<file path="src/rtl/alu_share_arb.sv">
// Round-robin front end that time-shares one combinational ALU between NREQ requesters.
// Define ALU_SHARE_ARB_RR_EN for round-robin; otherwise fixed priority (lowest index wins).
module alu_share_arb #(
   parameter int n    = 4,
   parameter int NREQ = 4
) (
   input  logic                clk,
   input  logic                rst_n,
   input  logic [NREQ-1:0]     req_valid,
   output logic [NREQ-1:0]     req_ready,
   input  logic [NREQ*n-1:0]   req_a,
   input  logic [NREQ*n-1:0]   req_b,
   input  logic [NREQ*3-1:0]   req_sel,
   output logic [n-1:0]        alu_a,
   output logic [n-1:0]        alu_b,
   output logic [2:0]          alu_sel,
   input  logic [n-1:0]        alu_s,
   input  logic                alu_co,
   output logic                rsp_valid,
   input  logic                rsp_ready,
   output logic [n-1:0]        rsp_s,
   output logic                rsp_co,
   output logic [2:0]          rsp_id,
   output logic                busy,
   output logic [7:0]          op_cnt
);

   localparam logic [1:0] IDLE = 2'd0;
   localparam logic [1:0] EXEC = 2'd1;
   localparam logic [1:0] RESP = 2'd2;

   logic [1:0]      state;
   logic [2:0]      ptr;
   logic [7:0]      vld8;
   logic [3:0]      idx;
   logic [2:0]      gidx;
   logic            gfound;
   logic [NREQ-1:0] grant;
   logic            accept;
   logic [n-1:0]    pick_a;
   logic [n-1:0]    pick_b;
   logic [2:0]      pick_sel;
   logic [2:0]      ptr_next;

   assign vld8 = 8'(req_valid);

   // Search starts at ptr and wraps; with ptr pinned at 0 this degenerates to fixed priority.
   always_comb begin
      idx    = 4'd0;
      gidx   = 3'd0;
      gfound = 1'b0;
      for (int k = 0; k < NREQ; k++) begin
         idx = {1'b0, ptr} + 4'(k);
         if (idx >= 4'(NREQ))
            idx = idx - 4'(NREQ);
         if (!gfound && vld8[idx[2:0]]) begin
            gfound = 1'b1;
            gidx   = idx[2:0];
         end
      end
   end

   always_comb begin
      grant    = '0;
      pick_a   = '0;
      pick_b   = '0;
      pick_sel = 3'd0;
      for (int k = 0; k < NREQ; k++) begin
         grant[k] = gfound && (gidx == 3'(k));
         if (gidx == 3'(k)) begin
            pick_a   = req_a[k*n +: n];
            pick_b   = req_b[k*n +: n];
            pick_sel = req_sel[k*3 +: 3];
         end
      end
   end

   assign ptr_next  = (gidx == 3'(NREQ-1)) ? 3'd0 : gidx + 3'd1;
   assign req_ready = (rst_n && state == IDLE) ? grant : '0;
   assign accept    = rst_n && (state == IDLE) && gfound;
   assign busy      = (state != IDLE);

   always_ff @(posedge clk) begin
      if (!rst_n) begin
         state     <= IDLE;
         ptr       <= 3'd0;
         alu_a     <= '0;
         alu_b     <= '0;
         alu_sel   <= 3'd0;
         rsp_valid <= 1'b0;
         rsp_s     <= '0;
         rsp_co    <= 1'b0;
         rsp_id    <= 3'd0;
         op_cnt    <= 8'd0;
      end else begin
         case (state)
            // Issue: operands latched here stay on the ALU through EXEC and beyond.
            IDLE: begin
               if (accept) begin
                  alu_a   <= pick_a;
                  alu_b   <= pick_b;
                  alu_sel <= pick_sel;
                  rsp_id  <= gidx;
`ifdef ALU_SHARE_ARB_RR_EN
                  ptr     <= ptr_next;
`else
                  ptr     <= 3'd0;
`endif
                  state   <= EXEC;
               end
            end
            // Capture: the ALU has had a full cycle to settle on the registered operands.
            EXEC: begin
               rsp_s     <= alu_s;
               rsp_co    <= alu_co;
               rsp_valid <= 1'b1;
               state     <= RESP;
            end
            // Return: hold the response until the consumer takes it.
            RESP: begin
               if (rsp_ready) begin
                  rsp_valid <= 1'b0;
                  op_cnt    <= op_cnt + 8'd1;
                  state     <= IDLE;
               end
            end
            default: state <= IDLE;
         endcase
      end
   end

endmodule
</file>
<file path="config.mk">
export PLATFORM = sky130hd
export DESIGN_NAME = alu_share_arb
export DESIGN_NICKNAME = d
export VERILOG_FILES = /design/src/rtl/alu_share_arb.sv
export SDC_FILE = /design/constraint.sdc
export NUM_CORES = 1
export LEC_CHECK = 0
export ABC_AREA = 1
export CAP_MARGIN = 20
export CORE_MARGIN = 4
export CORE_UTILIZATION = 41
export DETAILED_ROUTE_END_ITERATION = 6
export PLACE_DENSITY = 0.85
export SYNTH_ARGS = -nofsm -noshare
export SYNTH_HDL_FRONTEND = slang
export SYNTH_SLANG_ARGS = --single-unit
</file>
<file path="constraint.sdc">
create_clock -name clk -period 3.5 [get_ports clk]
set_input_delay 0.525 -clock clk [delete_from_list [all_inputs] [get_ports clk]]
set_output_delay 0.525 -clock clk [all_outputs]
set_load 0.005 [all_outputs]
</file>
==> flow_results.xml, run 1 <==
<?xml version="1.0" encoding="UTF-8"?>
<metrics>
  <group name="worst_setup_path">
    <metric name="slowest_stage" unit="">clkdlybuf4s50_1</metric>
    <metric name="critPathKind" unit="">in -&gt; out</metric>
    <metric name="timing.critical_path.slowest_cell_delay" unit="ns">0.72</metric>
    <metric name="endpoint_kind" unit="">output port</metric>
    <metric name="worst_ep_required_time" unit="ns">2.97</metric>
    <metric name="worstPathCellList" unit="">clkdlybuf4s50_1, nand3_2, nor3_1, clkdlybuf4s50_1</metric>
    <metric name="regToRegStartpoint" unit="">state[1]</metric>
    <metric name="timing.critical_path.mode_cell" unit="">clkdlybuf4s50_1</metric>
    <metric name="worstSetupStartpoint" unit="">rst_n</metric>
    <metric name="timing.critical_path.fanout_max" unit="">13</metric>
    <metric name="timing.critical_path.arrival" unit="ns">2.15</metric>
    <metric name="crit_path_start_kind" unit="">input port</metric>
  </group>
  <group name="power_and_ir_drop">
    <metric name="power.density" unit="nW/um^2">333</metric>
    <metric name="switching_power" unit="uW">218</metric>
    <metric name="power.share.clock" unit="%">31.6</metric>
    <metric name="vdd.ir_drop.worst" unit="mV">0.319</metric>
    <metric name="netSwitchingFraction" unit="%">25.6</metric>
    <metric name="internal_power" unit="uW">634</metric>
    <metric name="total_leakage_power" unit="uW">0.00111</metric>
    <metric name="combinational_share_of_power" unit="%">25.4</metric>
    <metric name="share_seq_of_total_power" unit="%">43.0</metric>
  </group>
  <group name="placement">
    <metric name="place.detailed.hpwl" unit="um">3560</metric>
    <metric name="numPortBuffers" unit="">87</metric>
    <metric name="pre_cts_slack" unit="ns">0.815</metric>
    <metric name="post-place-cells" unit="">377</metric>
    <metric name="place.gp.congestion" unit="">0.804</metric>
  </group>
  <group name="drt">
    <metric name="drt-initial-drc-count" unit="">74</metric>
    <metric name="vias_per_cell" unit="">4.79</metric>
    <metric name="drcViolationCount" unit="">0</metric>
    <metric name="vias_after_detailed_routing" unit="">1841</metric>
    <metric name="final_wl" unit="um">4580</metric>
    <metric name="drt_pre_antenna_iters" unit="">6</metric>
    <metric name="post_drt_wl_per_cell" unit="um">11.9</metric>
    <metric name="antenna_left" unit="">0</metric>
  </group>
  <group name="hold_path">
    <metric name="timing.hold.worst.class" unit="">reg -&gt; reg</metric>
    <metric name="min-delay-start" unit="">alu_a[1]</metric>
  </group>
  <group name="floorplanning">
    <metric name="initial_core_util" unit="%">43.0</metric>
    <metric name="row_count" unit="">22</metric>
    <metric name="io_pins" unit="">89</metric>
    <metric name="die_area" unit="um^2">4960</metric>
    <metric name="floorplan.die.width" unit="um">70.4</metric>
    <metric name="floorplan.core_area" unit="um^2">3720</metric>
    <metric name="floorplan.die.height" unit="um">70.4</metric>
  </group>
  <group name="sta">
    <metric name="timing.final.crit_period" unit="ns">2.68</metric>
    <metric name="grt_setup_unrepaired" unit="">no</metric>
    <metric name="relSlewSlack" unit="%">60.9</metric>
    <metric name="worst_pin_slew" unit="ns">0.584</metric>
    <metric name="layout_worst_path_cycle_share" unit="%">76.5</metric>
    <metric name="worst_hold_slack" unit="ns">0.464</metric>
    <metric name="finalSetupViolCount" unit="">0</metric>
    <metric name="finalWorstSetupSlack" unit="ns">0.824</metric>
    <metric name="clock_skew" unit="ns">0.00378</metric>
    <metric name="fmax" unit="MHz">374</metric>
    <metric name="final-hold-violation-count" unit="">0</metric>
    <metric name="final_max_slew_viol_count" unit="">0</metric>
    <metric name="setup_tns" unit="ns">0</metric>
  </group>
  <group name="yosys">
    <metric name="yosys_register_bits" unit="">29</metric>
    <metric name="synthMuxAreaShare" unit="%">0</metric>
    <metric name="synth_xor_xnor_area_share" unit="%">0.549</metric>
    <metric name="synthCells" unit="">253</metric>
    <metric name="number_of_enable_flip_flop_cells_after_synthesis" unit="">0</metric>
    <metric name="syn-mean-instance-area" unit="um^2">6.31</metric>
    <metric name="synth_area" unit="um^2">1600</metric>
    <metric name="synth-compound-area-share" unit="%">10.1</metric>
    <metric name="synth_largest_type_area_fraction" unit="%">36.4</metric>
    <metric name="synth-main-ff-cell" unit="">dfxtp_1</metric>
    <metric name="synth-simple-area-share" unit="%">41.1</metric>
    <metric name="synthAdderAreaFrac" unit="%">0.784</metric>
    <metric name="yosys.area.top_type" unit="">dfxtp_1</metric>
    <metric name="ys_types" unit="">25</metric>
    <metric name="synth.top_cells.by_area" unit="">dfxtp_1, nand2_1, nand3_1</metric>
    <metric name="synth_top_family_by_area" unit="">simple AND/OR/NAND/NOR gates</metric>
    <metric name="yosysSeqAreaShare" unit="%">36.4</metric>
    <metric name="yosys_warnings" unit="">0</metric>
    <metric name="synthTopCellsByCount" unit="">nand2_1, nor2_1, nand3_1</metric>
    <metric name="synthesis.nets" unit="">310</metric>
    <metric name="synthArstFlopShare" unit="%">0</metric>
    <metric name="post-synth-top-count-cell" unit="">nand2_1</metric>
  </group>
  <group name="cts">
    <metric name="cts.repair_timing.setup_buffer_count" unit="">0</metric>
    <metric name="clk_latency" unit="ns">0.27</metric>
    <metric name="htreeDepth" unit="">2</metric>
    <metric name="cts.repair.resized" unit="">0</metric>
    <metric name="cts_hold_repair.buffers" unit="">0</metric>
    <metric name="clk_pin_slew_worst_paths" unit="ns">0.05</metric>
    <metric name="cts_tree" unit="">yes</metric>
    <metric name="clkSinkCount" unit="">29</metric>
    <metric name="clock_tree.buffer_depth" unit="">2</metric>
    <metric name="clock_tree.root_cell" unit="">clkbuf_8</metric>
    <metric name="cts-buffers-inserted" unit="">5</metric>
  </group>
  <group name="layout">
    <metric name="post_synthesis_to_final_layout_area_growth" unit="%">60.1</metric>
    <metric name="design.final.nets" unit="">393</metric>
    <metric name="multiInputGateArea" unit="um^2">842</metric>
    <metric name="number_of_diodes" unit="">0</metric>
    <metric name="final-seq-area" unit="um^2">581</metric>
    <metric name="final_layout_size_suffix_gt1_share" unit="%">4.46</metric>
    <metric name="num-fill-cells" unit="">339</metric>
    <metric name="stdcell_count" unit="">384</metric>
  </group>
  <group name="job">
    <metric name="max-cap-violations" unit="">0</metric>
  </group>
  <group name="run_status">
    <metric name="status" unit="">finished clean</metric>
  </group>
  <group name="grt">
    <metric name="vias_in_the_first_global_route" unit="">1695</metric>
    <metric name="grtUsageTotal" unit="%">17.9</metric>
    <metric name="first_pass_grt_wire_length" unit="um">7300</metric>
    <metric name="initial_antenna_violation_count" unit="">0</metric>
    <metric name="global_route.overflow_total" unit="">0</metric>
    <metric name="grt_max_degree" unit="">26</metric>
  </group>
</metrics>
[registers in the layout (all words and copies together) (netlist names)]
name       flops
alu_b          4
alu_sel        3
state          2
rsp_valid      1
alu_a          4
rsp_co         1
op_cnt         8
rsp_s          4
rsp_id         2
[power groups by stage]
stage / sequential, uW / clock [uW] / combinational, uW
after floorplan: 374 / 0 / 91.5
after global placement: 373 / 0 / 214
after detailed placement: 373 / 0 / 218
after CTS: 366 / 275 / 220
after global routing: 369 / 288 / 240
final: 366 / 269 / 217
[final timing paths]
kind | end | slack (ns) | cells past startpoint
min | alu_a[1] | 0.46 | 2
max reg2reg | rsp_id[0] | 2.14 | 7
min reg2reg | alu_a[1] | 0.46 | 2
max | req_ready[2] | 0.82 | 4
[cells in the final DEF, fill, tap and decap left out, drive strengths merged, types with 2 or more instances in the layout]
master         synthesis  final
dfxtp                 29     29
nor2                  42     42
nand3                 41     41
nand4                  3      3
a21oi                 18     18
nor3                   2      2
inv                   28     28
clkdlybuf4s50          0     87
nand2                 61     61
o21ai                  9      9
clkbuf                 2      7
[cells by family (layout without fill, tap and decap cells)]
group                      after synthesis  after routing
AOI/OAI and AO/OA                       29             29
xor gates and xnor gates                 1              1
adders and majority gates                1              1
buffers and inverters                   41            124
DFF                                     29             29
other                                    1              1
and+or+nand+nor                        151            151
[worst max-delay path: cells and delay by family]
kind                   cells  cell delay, ns
buffers and inverters      2            1.27
AND/OR/NAND/NOR            2            0.36
[metal layers]
metal / vias up / GRT usage (%) / part of all wire [%]
met5: - / 0 / 0
met4: 0 / 5.32 / 1.0
met3: 7 / 4.89 / 5.9
met2: 54 / 31.3 / 49
met1: 815 / 21.2 / 44
li1: 965 / - / -
[area by class of cell]
type,count,area share (%)
repair buffers,88,34.4
flip-flops and latches,29,22.7
clock buffers,7,3.38
multi-input cells,183,32.9
inverters,29,4.26
well taps,48,2.35
[stage by stage]
stage          power, uW  utilization [%]  instance area (um^2)
2_1_floorplan        466                -                  1600
3_3_place_gp         587             66.5                  2470
3_5_place_dp         591             66.5                  2470
4_1_cts              861             68.8                  2560
5_1_grt              897             68.8                  2560
6_report             852             68.8                  2560
Note: power is estimated with default switching activity, not from simulation.
==> run 2: changes to the inputs <==
--- a/config.mk
+++ b/config.mk
@@ -8,9 +8,9 @@
 export ABC_AREA = 1
 export CAP_MARGIN = 20
 export CORE_MARGIN = 4
-export CORE_UTILIZATION = 41
+export CORE_UTILIZATION = 35
 export DETAILED_ROUTE_END_ITERATION = 6
-export PLACE_DENSITY = 0.85
+export PLACE_DENSITY = 0.77
 export SYNTH_ARGS = -nofsm -noshare
 export SYNTH_HDL_FRONTEND = slang
 export SYNTH_SLANG_ARGS = --single-unit
==> constraint.sdc (replaced) <==
create_clock -name clk -period 2.3 [get_ports clk]
set_input_delay 0.345 -clock clk [delete_from_list [all_inputs] [get_ports clk]]
set_output_delay 0.345 -clock clk [all_outputs]
set_load 0.005 [all_outputs]
==> run 2 against run 1 <==
  * Register-to-register slack got worse by 1.2 ns
  * Sequential share of layout area down 0.78 points
  * Critical path depth up 1
  * First-iteration DRC count increased by 31%
  * Hold slack got worse by 0.0014 ns
  * Cell area rose by 3.6%
  * Via count increased by 3.5%
  * Wire length increased by 8.5%
  * Critical path type unchanged
  * Clock skew grew 0.0046 ns
==> flow_results.xml, run 2 (synthesis gave the netlist of run 1 again) <==
<?xml version="1.0" encoding="UTF-8"?>
<metrics>
  <group name="run_status">
    <metric name="status" unit="">finished clean</metric>
  </group>
  <group name="cts">
    <metric name="cts_hold_repair.buffers" unit="">0</metric>
    <metric name="clock_tree.buffer_depth" unit="">2</metric>
    <metric name="clk_latency" unit="ns">0.28</metric>
    <metric name="cts-buffers-inserted" unit="">5</metric>
    <metric name="clock_tree.root_cell" unit="">clkbuf_8</metric>
    <metric name="cts_tree" unit="">yes</metric>
    <metric name="htreeDepth" unit="">2</metric>
    <metric name="cts.repair_timing.setup_buffer_count" unit="">0</metric>
    <metric name="cts.repair.resized" unit="">0</metric>
    <metric name="clk_pin_slew_worst_paths" unit="ns">0.07</metric>
    <metric name="clkSinkCount" unit="">29</metric>
  </group>
  <group name="grt">
    <metric name="vias_in_the_first_global_route" unit="">1808</metric>
    <metric name="global_route.overflow_total" unit="">0</metric>
    <metric name="grtUsageTotal" unit="%">17.5</metric>
    <metric name="initial_antenna_violation_count" unit="">0</metric>
    <metric name="first_pass_grt_wire_length" unit="um">7740</metric>
    <metric name="grt_max_degree" unit="">22</metric>
  </group>
  <group name="floorplanning">
    <metric name="initial_core_util" unit="%">36.4</metric>
    <metric name="io_pins" unit="">89</metric>
    <metric name="floorplan.core_area" unit="um^2">4380</metric>
    <metric name="floorplan.die.width" unit="um">75.5</metric>
    <metric name="row_count" unit="">24</metric>
    <metric name="die_area" unit="um^2">5710</metric>
    <metric name="floorplan.die.height" unit="um">75.5</metric>
  </group>
  <group name="layout">
    <metric name="number_of_diodes" unit="">0</metric>
    <metric name="final_cell_mix" unit="">clkdlybuf4s50_1, nand2_1, nor2_1, nand3_1, dfxtp_1</metric>
    <metric name="final_layout_size_suffix_gt1_share" unit="%">6.71</metric>
    <metric name="post_synthesis_to_final_layout_area_growth" unit="%">65.8</metric>
    <metric name="num-fill-cells" unit="">427</metric>
    <metric name="number_of_flip_flops_under_the_largest_register_name" unit="">8</metric>
    <metric name="mostFrequentLayoutCell" unit="">clkdlybuf4s50_1</metric>
    <metric name="registers.top_by_ff_count" unit="">op_cnt</metric>
    <metric name="design.final.nets" unit="">399</metric>
  </group>
  <group name="worst_setup_path">
    <metric name="endpoint" unit="">req_ready[3]</metric>
    <metric name="worst_ep_required_time" unit="ns">1.96</metric>
    <metric name="worstSetupStartpoint" unit="">req_valid[1]</metric>
    <metric name="timing.critical_path.fanout_max" unit="">3</metric>
    <metric name="crit_path_start_kind" unit="">input port</metric>
    <metric name="regToRegStartpoint" unit="">state[1]</metric>
    <metric name="critPathKind" unit="">in -&gt; out</metric>
    <metric name="setup.reg_to_reg.worst_slack" unit="ns">0.99</metric>
    <metric name="endpoint_kind" unit="">output port</metric>
    <metric name="timing.critical_path.arrival" unit="ns">1.71</metric>
    <metric name="r2r.worst_path.cells" unit="">8</metric>
    <metric name="timing.rr.end" unit="">alu_a[3]</metric>
  </group>
  <group name="drt">
    <metric name="drt_pre_antenna_iters" unit="">4</metric>
    <metric name="post_drt_wl_per_cell" unit="um">12.6</metric>
    <metric name="final_wl" unit="um">4970</metric>
    <metric name="drcViolationCount" unit="">0</metric>
    <metric name="vias_per_cell" unit="">4.82</metric>
    <metric name="drt-initial-drc-count" unit="">97</metric>
    <metric name="antenna_left" unit="">0</metric>
    <metric name="vias_after_detailed_routing" unit="">1905</metric>
  </group>
  <group name="sta">
    <metric name="layout_worst_path_cycle_share" unit="%">89.4</metric>
    <metric name="finalSetupViolCount" unit="">0</metric>
    <metric name="fmax" unit="MHz">486</metric>
    <metric name="setup_tns" unit="ns">0</metric>
    <metric name="timing.final.crit_period" unit="ns">2.06</metric>
    <metric name="grt_setup_unrepaired" unit="">no</metric>
    <metric name="final_max_slew_viol_count" unit="">0</metric>
    <metric name="worst_hold_slack" unit="ns">0.463</metric>
    <metric name="clock_skew" unit="ns">0.00839</metric>
    <metric name="final-hold-violation-count" unit="">0</metric>
  </group>
  <group name="placement">
    <metric name="place.detailed.hpwl" unit="um">3810</metric>
    <metric name="place.gp.congestion" unit="">0.820</metric>
    <metric name="numPortBuffers" unit="">87</metric>
  </group>
  <group name="power_and_ir_drop">
    <metric name="power.density" unit="nW/um^2">546</metric>
    <metric name="design_power_total" unit="uW">1440</metric>
    <metric name="total_leakage_power" unit="uW">0.00115</metric>
    <metric name="vdd.ir_drop.worst" unit="mV">0.328</metric>
  </group>
  <group name="job">
    <metric name="max-cap-violations" unit="">0</metric>
  </group>
  <group name="hold_path">
    <metric name="timing.hold.worst.class" unit="">reg -&gt; reg</metric>
  </group>
</metrics>
==> run 2: changes by cell type in the layout (fill, tap and decap cells not counted) <==
cell,delta
bufinv_16,+1
clkbuf_1,-1
clkinvlp_4,+1
buf_12,+1
buf_4,+5
clkinv_4,+1
clkbuf_8,-1
==> run 2: metal layers <==
layer	up-vias	part of all wire [%]	global-route usage, %
li1	979	-	-
met1	848	43	21.3
met2	66	49	29.1
met3	12	6.2	4.22
met4	0	2.6	8.16
met5	-	0	0
==> run 2: how the worst min path moves through the flow <==
stage | endpoint | startpoint | slack (ns) | depth (start not counted)
after floorplan | rsp_valid | rsp_valid | 0.46 | 2
after global placement | rsp_valid | rsp_valid | 0.45 | 2
after detailed placement | rsp_valid | rsp_valid | 0.46 | 2
after CTS | alu_a[1] | alu_a[1] | 0.47 | 2
after global routing | alu_b[0] | alu_b[0] | 0.50 | 2
final | alu_a[0] | alu_a[0] | 0.46 | 2
==> run 2: layout make-up <==
class / count / area (um^2) / share of cell area, %
clock inverter: 3 / 46.3 / 1.75
sequential: 29 / 581 / 21.9
clock buffer: 5 / 68.8 / 2.60
tap: 52 / 65.1 / 2.46
inverter: 29 / 109 / 4.11
multi-input combinational: 183 / 842 / 31.8
timing repair buffer: 94 / 936 / 35.3
==> run 2: power by group <==
part | internal, uW | total, uW | switching (uW)
clock network | 324 | 537 | 214
logic | 203 | 351 | 147
registers | 538 | 557 | 19.0
total | 1060 | 1440 | 380
==> run 2: stage by stage <==
step	instance area [um^2]	setup WS, ns	instances	util (%)
after floorplan	1600	1.06	253	-
after global placement	2530	0.237	387	57.8
after detailed placement	2530	0.239	387	57.8
after CTS	2650	0.231	395	60.4
after global routing	2650	0.117	395	60.4
final	2650	0.243	395	60.4
==> run 2: worst max-delay path, cell delays in order <==
cell and delay [ns]:
clkdlybuf4s50_1 0.46, nor2_4 0.15, nand3_1 0.12, nor2_1 0.12
clkdlybuf4s50_1 0.51
==> run 3: changes to the inputs <==
--- a/config.mk
+++ b/config.mk
@@ -9,6 +9,7 @@
 export CAP_MARGIN = 20
 export CORE_MARGIN = 4
 export CORE_UTILIZATION = 35
+export CTS_CLUSTER_SIZE = 24
 export DETAILED_ROUTE_END_ITERATION = 6
 export PLACE_DENSITY = 0.77
 export SYNTH_ARGS = -nofsm -noshare
==> results of run 3 <==
The final DEF is identical to that of run 2; final timing and power are the same.
==> RTL edit, RTL diff (flow settings as in run 3) <==
Register the output `op_cnt` once more, with the module's reset; this adds one clock of latency there. The other outputs are not delayed to match.
--- a/src/rtl/alu_share_arb.sv
+++ b/src/rtl/alu_share_arb.sv
@@ -30,2 +30,4 @@
    localparam logic [1:0] RESP = 2'd2;
+
+   logic [7:0] op_cnt_s0;
 
@@ -93,3 +95,3 @@
          rsp_id    <= 3'd0;
-         op_cnt    <= 8'd0;
+         op_cnt_s0 <= 8'd0;
       end else begin
@@ -122,3 +124,3 @@
                   rsp_valid <= 1'b0;
-                  op_cnt    <= op_cnt + 8'd1;
+                  op_cnt_s0 <= op_cnt_s0 + 8'd1;
                   state     <= IDLE;
@@ -131,2 +133,10 @@
 
+   always_ff @(posedge clk) begin
+      if (!rst_n) begin
+         op_cnt <= '0;
+      end else begin
+         op_cnt <= op_cnt_s0;
+      end
+   end
+
 endmodule
Check against the original RTL: not equivalent (a bounded check fails within 4 cycles, from zero or initial values and one cycle with rst_n low).
==> RTL edit against run 3 <==
  * Routed wire length rose by 5.5%
  * Via count rose by 7.3%
  * Final cell count rose by 13%
  * Design area rose by 9.3%
  * Total power rose by 1.8%
  * Global-route usage fell by 0.91 points
  * Sequential power rose by 25%
  * Combinational power barely moved
  * Sequential share of layout area rose by 3.7 points
  * Synthesized area rose by 18%
  * Register-to-register slack got worse by 50 ps
  * Setup slack got worse by 170 ps
  * Largest cell class unchanged
  * Sequential cell count rose by 8
==> RTL edit: results (changes against run 3) <==
----------------------------------------------------
[Place]
  Hpwl dp ... 4.02 mm (was 3.81 mm)
  Post-Place Cells ... 439 (was 387)

[Status]
  Outcome ... finished, final reports clean (unchanged)

[Layout]
  Proportion of cell area occupied by multi-input gates ... 0.309 (was 0.318)
  Non-clk buf share ... 0.324 (was 0.353)
  Fraction of area in registers ... 0.256 (was 0.219)
  Multi-Input Combinational ... 197 (was 183)
  Non-CTS inverters ... 41 (was 29)
  Final Net Count ... 433 (was 399)
  Post-route design area ... 0.00289 sq mm (was 0.00265 sq mm)
  Filler cells ... 509 (was 427)

[Routing]
  WL met2 ... 2.54 mm (was 2.41 mm)
  Total number of vias ... 2045 (was 1905)
  Post-detailed-route wirelength per cell ... 11.7 um (was 12.6 um)
  Drt initial violations ... 73 (was 97)

[Synth]
  Post-synthesis cell type count ... 22 (was 25)
  Synth Area in Compound Gates ... 0.0806 (was 0.101)
  Share of synthesized cell area in full adder, half adder and majority cells ... 0.00666 (was 0.00784)
  Post-Syn Instances ... 289 (was 253)
  Biggest area contributors in the synthesized netlist ... dfxtp_1 (39%), nand2_1 (15%), nand3_1 (10%) (was dfxtp_1 (36%), nand2_1 (14%), nand3_1 (12%))

[Worst setup path]
  End of the worst register-to-register path ... op_cnt_s0[4]$_SDFFE_PN0P_ (was alu_a[3]$_SDFFE_PN0P_)
  Cell depth of the worst flop-to-flop path ... 6 (was 8)

[STA]
  Worst Hold Margin ... 461 ps (was 463 ps)
  Final Skew ... 4.41 ps (was 8.39 ps)

[Min path]
  Launch point of the worst hold path ... alu_b[1]$_SDFFE_PN0P_ (was alu_a[0]$_SDFFE_PN0P_)

[Pwr]
  Pleak ... 1.31 nW (was 1.15 nW)
  Peak supply drop ... 0.000327 V (was 0.000328 V)

[Global route]
  Met3 track demand over resource in global routing ... 0.0310 (was 0.0422)
  Total GRT Usage ... 0.166 (was 0.175)
  First-pass GRT wire length ... 8.60 mm (was 7.74 mm)

----------------------------------------------------
## RTL edit: changes by cell type after synthesis, moves of 2 or more
cell     change
dfxtp_1      +8
nand2_1     +15
buf_6        +2
inv_1       +14
## RTL edit: metrics by stage
| step | total power, mW | setup WS [ps] |
|---|---|---|
| 2_1_floorplan | 0.860 | 1050 |
| 3_3_place_gp | 1.06 | 141 |
| 3_5_place_dp | 1.06 | 80.9 |
| 4_1_cts | 1.49 | 79.2 |
| 5_1_grt | 1.56 | 38.2 |
| 6_report | 1.47 | 74.4 |
## RTL edit: power groups by stage
stage	Clock (mW)	Combinational, mW	Sequential (mW)
2_1_floorplan	0	0.149	0.711
3_3_place_gp	0	0.347	0.710
3_5_place_dp	0	0.351	0.710
4_1_cts	0.441	0.354	0.696
5_1_grt	0.468	0.387	0.701
6_report	0.426	0.350	0.696
## RTL edit: critical path: cells and delay by family
family	cells	cell delay, ps
simple gates	2	320
buf+inv	4	1200
